**src/rtl/fetch_pc_unit.sv**
```systemverilog
// Program-counter register and fetch-request stage: sequences PC+4 / redirect targets to instruction memory.
// Optional misaligned-target trap is enabled by defining FETCH_MISALIGN_TRAP_EN.
//
// state         | meaning
// --------------+---------------------------------------------------------
// BOOT          | first cycle out of reset, no request issued
// FETCH         | normal fetching, PC advances on acceptance
// HOLD_REDIRECT | redirect target pending behind an unaccepted request
module fetch_pc_unit #(
    parameter logic [31:0] RESET_PC    = 32'h0000_0000,
    parameter logic [31:0] TRAP_VECTOR = 32'h0000_0100
) (
    input  logic        iClk,
    input  logic        iRst,
    input  logic        iPCSrc,
    input  logic [31:0] iPCTarget,
    input  logic        iStall,
    input  logic        iFetchReady,
    output logic        oFetchValid,
    output logic [31:0] oFetchAddr,
    output logic        oFetchKill,
    output logic [31:0] oPC,
    output logic [31:0] oPCPlus4,
    output logic        oRedirect,
    output logic        oMisaligned
);

    typedef enum logic [1:0] {
        BOOT          = 2'd0,
        FETCH         = 2'd1,
        HOLD_REDIRECT = 2'd2
    } state_t;

    state_t      state_q, state_d;
    logic [31:0] pc_q, pc_d;
    logic [31:0] pending_q, pending_d;
    logic        redirect_q, redirect_d;
    logic        misaligned_q, misaligned_d;
    logic [32:0] resolved;

    // Returns {misaligned, pc_value} for a target at the moment it is loaded into the PC.
    function automatic logic [32:0] resolve_target(input logic [31:0] t);
`ifdef FETCH_MISALIGN_TRAP_EN
        if (t[1:0] != 2'b00) return {1'b1, TRAP_VECTOR};
        else                 return {1'b0, t};
`else
        return {1'b0, t & 32'hFFFF_FFFC};
`endif
    endfunction

    always_ff @(posedge iClk or posedge iRst) begin
        if (iRst) begin
            state_q      <= BOOT;
            pc_q         <= RESET_PC;
            pending_q    <= 32'h0;
            redirect_q   <= 1'b0;
            misaligned_q <= 1'b0;
        end else begin
            state_q      <= state_d;
            pc_q         <= pc_d;
            pending_q    <= pending_d;
            redirect_q   <= redirect_d;
            misaligned_q <= misaligned_d;
        end
    end

    always_comb begin
        state_d      = state_q;
        pc_d         = pc_q;
        pending_d    = pending_q;
        redirect_d   = 1'b0;
        misaligned_d = 1'b0;
        // A fresh redirect always beats whatever is pending (newest wins).
        resolved     = resolve_target(iPCSrc ? iPCTarget : pending_q);

        case (state_q)
            BOOT: begin
                state_d = FETCH;
            end
            FETCH: begin
                if (iPCSrc) begin
                    redirect_d = 1'b1;
                    if (iFetchReady) begin
                        pc_d         = resolved[31:0];
                        misaligned_d = resolved[32];
                    end else begin
                        pending_d = iPCTarget;
                        state_d   = HOLD_REDIRECT;
                    end
                end else if (iFetchReady && !iStall) begin
                    pc_d = pc_q + 32'd4;
                end
            end
            HOLD_REDIRECT: begin
                if (iPCSrc) begin
                    redirect_d = 1'b1;
                    pending_d  = iPCTarget;
                end
                if (iFetchReady) begin
                    pc_d         = resolved[31:0];
                    misaligned_d = resolved[32];
                    state_d      = FETCH;
                end
            end
            default: begin
                state_d = BOOT;
            end
        endcase
    end

    assign oFetchValid = (state_q != BOOT);
    assign oFetchAddr  = pc_q;
    assign oPC         = pc_q;
    assign oPCPlus4    = pc_q + 32'd4;
    assign oFetchKill  = (state_q == HOLD_REDIRECT) && iFetchReady;
    assign oRedirect   = redirect_q;
    assign oMisaligned = misaligned_q;

endmodule

```
**config.mk**
```make
export PLATFORM = sky130hd
export DESIGN_NAME = fetch_pc_unit
export DESIGN_NICKNAME = d
export VERILOG_FILES = /design/src/rtl/fetch_pc_unit.sv
export SDC_FILE = /design/constraint.sdc
export NUM_CORES = 1
export LEC_CHECK = 0
export BUFFER_PORTS_ARGS = -buffer_cell sky130_fd_sc_hd__buf_2
export CORE_MARGIN = 10
export CORE_UTILIZATION = 37
export CTS_CLUSTER_DIAMETER = 60
export DETAILED_ROUTE_END_ITERATION = 10
export PLACE_DENSITY = 0.59
export SYNTH_ARGS = -nofsm -noshare
export SYNTH_HDL_FRONTEND = slang
export SYNTH_SLANG_ARGS = --single-unit
```
**constraint.sdc**
```tcl
create_clock -name iClk -period 3.3 [get_ports iClk]
set_clock_uncertainty 0.15 [all_clocks]
set_input_delay 0.495 -clock iClk [delete_from_list [all_inputs] [get_ports iClk]]
set_output_delay 0.495 -clock iClk [all_outputs]
set_load 0.02 [all_outputs]
```
==> results by group <==
Run status
  • Status: finished clean

Yosys
  • Synth Instances: between 400 and 500
  • Ys flop type: dfrtp_1
  • Register area share after synthesis: 0.373
  • Post-synth ARST share: 1.00
  • Avg Cell Area, Syn: between 9 and 10 sq um
  • Syn Nets: 510
  • Number of synthesis warnings: 0
  • Number of synthesized flops with an enable pin: 0
  • Synthesized area: 0.00436 sq mm
  • Yosys reg bits: 65
  • Unique masters post-synth: slightly above 60

Setup path
  • Worst Path Max Fanout: 9
  • Worst endpoint required time: 2650 ps
  • Crit path kind: register to primary output
  • CP Launch Type: register
  • Reg2Reg Setup Slack: around 900 ps
  • Setup crit end kind: primary output
  • CP arrival: 2520 ps
  • R2r endpoint: oFetchAddr[29]
  • CP Capture Point: oPCPlus4[26]
  • Critical Path Start: oFetchAddr[11]
  • Register-to-Register Path Depth: 5
  • Worst reg2reg path startpoint: oFetchAddr[11]

Cells and area
  • Share of cells above drive strength 1: 0.384
  • Commonest non-fill, non-tap cell in the layout: buf_2
  • Commonest non-fill, non-tap cells in the layout: 133 x buf_2, 63 x dfrtp_1, 42 x nand2_1
  • P&R area growth vs syn: 19.2%
  • Finished Cell Area: 0.00519 sq mm
  • Final non-filler cell total: 707
  • Fillers: 1,143
  • Final #Nets: about 600

Power
  • Leak: 2.29 nW
  • P per Cell Area: between 1000 and 1500 mW/mm^2
  • Pwr Total: 0.00576 W
  • VDD IR max: 0.000464 V

Die
  • Io pins: 137
  • Starting Density: 0.380
  • Total Die Area: 0.0165 sq mm
  • Die Wd: approximately 130 microns
  • Core area: around 0.011 sq mm
  • Row cnt: 39
  • Die H: 128 microns

Timing
  • Crit share post-route: 0.959
  • Slew at the pin closest to its max-slew limit: 860 ps
  • Fin. max-slew vios: 0
  • Setup Viol. Count Final: 0
  • Setup TNS: 0 ps
  • Min cycle time layout: roughly 3200 ps
  • Setup repair after global routing missed its margin: false
  • Max frequency: ~320 MHz
  • Fin. Hold Viols: 0
  • Rel. slew slack: 0.426

Route
  • Via-per-instance ratio: approximately 5.6
  • 1st-iter DRT viols: 382
  • # DRC: 0
  • Antenna Nets Post-Route: 0
  • Wirelength per Cell: 19.8 microns
  • DR pass1 iterations: 5
  • Wirelength, routed: 14,000 microns
  • Via count: between 3,000 and 4,000

Clock network
  • Clk slew on worst S/H paths: roughly 60 ps
  • CTS buffer count: 9
  • CTS tree: done
  • Clk_lat worst skew: between 300 and 400 ps
  • Clock root cell: clkbuf_16
  • Clock tree sinks: 65
  • Htree depth: 3
  • Deepest clock path buffer count: 2

Min path
  • Hold Path Origin: iPCTarget[3]
  • Tightest Hold Check Type: input pin to register

Global routing
  • Total GRT Usage: 0.164
  • Grt ovf: 0
  • Pin count of the biggest net entering global routing: 66
  • First-pass GRT wire length: between 20,000 and 25,000 microns
  • Antenna violations before repair: 2
  • Vias in the first global route: 3,975

Placed design
  • Area after DPL: 0.00490 sq mm
  • Placed Cells: 691
  • Dpl hpwl: a little over 10,000 microns
  • Placer congestion estimate: 0.872
  • Port Buf Inserts: 133

Run
  • Max_cap viols: 0
## what timing repair did
item / 4_1_cts / 5_1_grt
buffers inserted: 0 / 0
resized for setup: 2 / 5
endpoints found under the hold margin: 0 / 0
hold buffers: 0 / 0
setup endpoints to repair: 1 / 5
## flip-flops by register name, summed over array words and instances (netlist names)
signal / flops
state_q: 2
oRedirect: 1
oFetchAddr: 32
pending_q: 30
## cell families after synthesis
logic type      count (synthesis)  synth area share
compound gates                131             0.208
xor+xnor                       28            0.0563
fa+ha+maj                       5            0.0144
buf+inv                        82             0.111
flops                          65             0.373
mux                            38            0.0965
other cells                     1          0.000861
simple gates                  118             0.139
## routing by layer
| layer | global-route usage | vias to the layer above | share of wire |
|---|---|---|---|
| met3 | 0.0407 | 23 | 0.081 |
| met2 | 0.263 | 158 | 0.47 |
| met1 | 0.210 | 1938 | 0.43 |
| met4 | 0.0616 | 2 | 0.017 |
| met5 | 0 | - | 0.00079 |
| li1 | - | 1865 | - |
## Yosys cell counts (3+ instances only)
cell type,n,area share
a31oi_1,9,0.013
nand3_1,15,0.017
a21o_1,3,0.0052
a21oi_1,36,0.041
and3_1,3,0.0043
mux2_2,32,0.083
nand4_1,7,0.010
o21ai_0,20,0.023
a32o_1,3,0.0069
nor3_1,5,0.0057
buf_4,38,0.065
o22ai_1,5,0.0072
a221oi_1,6,0.012
buf_6,4,0.010
nor4_1,5,0.0072
and2_1,6,0.0086
o221a_2,3,0.0078
nand2_1,43,0.037
a211oi_1,3,0.0052
ha_1,5,0.014
o21a_1,4,0.0069
buf_2,4,0.0046
xnor2_1,19,0.038
a221o_1,6,0.014
a2bb2oi_1,7,0.014
mux2i_1,6,0.014
and4_1,3,0.0060
clkbuf_1,22,0.019
inv_1,11,0.0095
nor2_1,14,0.012
xor2_1,9,0.018
dfrtp_1,65,0.37
o22a_1,8,0.016
## area by class of cell
cell class | instances | area (sq um) | area share
timing repair buffer | 150 | 806 | 0.155
tap | 143 | 179 | 0.0345
clock buffer | 12 | 246 | 0.0475
clock inverter | 3 | 17.5 | 0.00338
sequential | 65 | 1630 | 0.314
multi-input combinational | 321 | 2260 | 0.436
inverter | 12 | 45.0 | 0.00868
antenna | 1 | 2.50 | 0.000482
## critical path, stage by stage (launching register included)
cell	delay [ps]
dfrtp_1	500
nand4_2	170
or4_4	610
or4_4	580
xnor2_1	140
buf_2	180
## stage by stage
stage          hold WS, ps  worst slack, ps   util
2_1_floorplan          320              349      -
3_3_place_gp           329              407  0.427
3_5_place_dp           340              383  0.427
4_1_cts                250             21.4  0.451
5_1_grt                259             24.0  0.452
6_report               253              136  0.453
## power by group
part	switching [W]	total (W)	internal (W)
logic	0.00195	0.00320	0.00125
registers	0.000491	0.00169	0.00119
clock network	0.000346	0.000868	0.000522
total	0.00279	0.00576	0.00297
## worst min path at each step
stage	endpoint	cells after the start	slack, ps
2_1_floorplan	pending_q[3]	1	320
3_3_place_gp	pending_q[3]	1	330
3_5_place_dp	pending_q[11]	1	340
4_1_cts	pending_q[31]	2	250
5_1_grt	pending_q[11]	2	260
6_report	pending_q[3]	2	250
No activity file was read; power rests on OpenSTA's default activity.
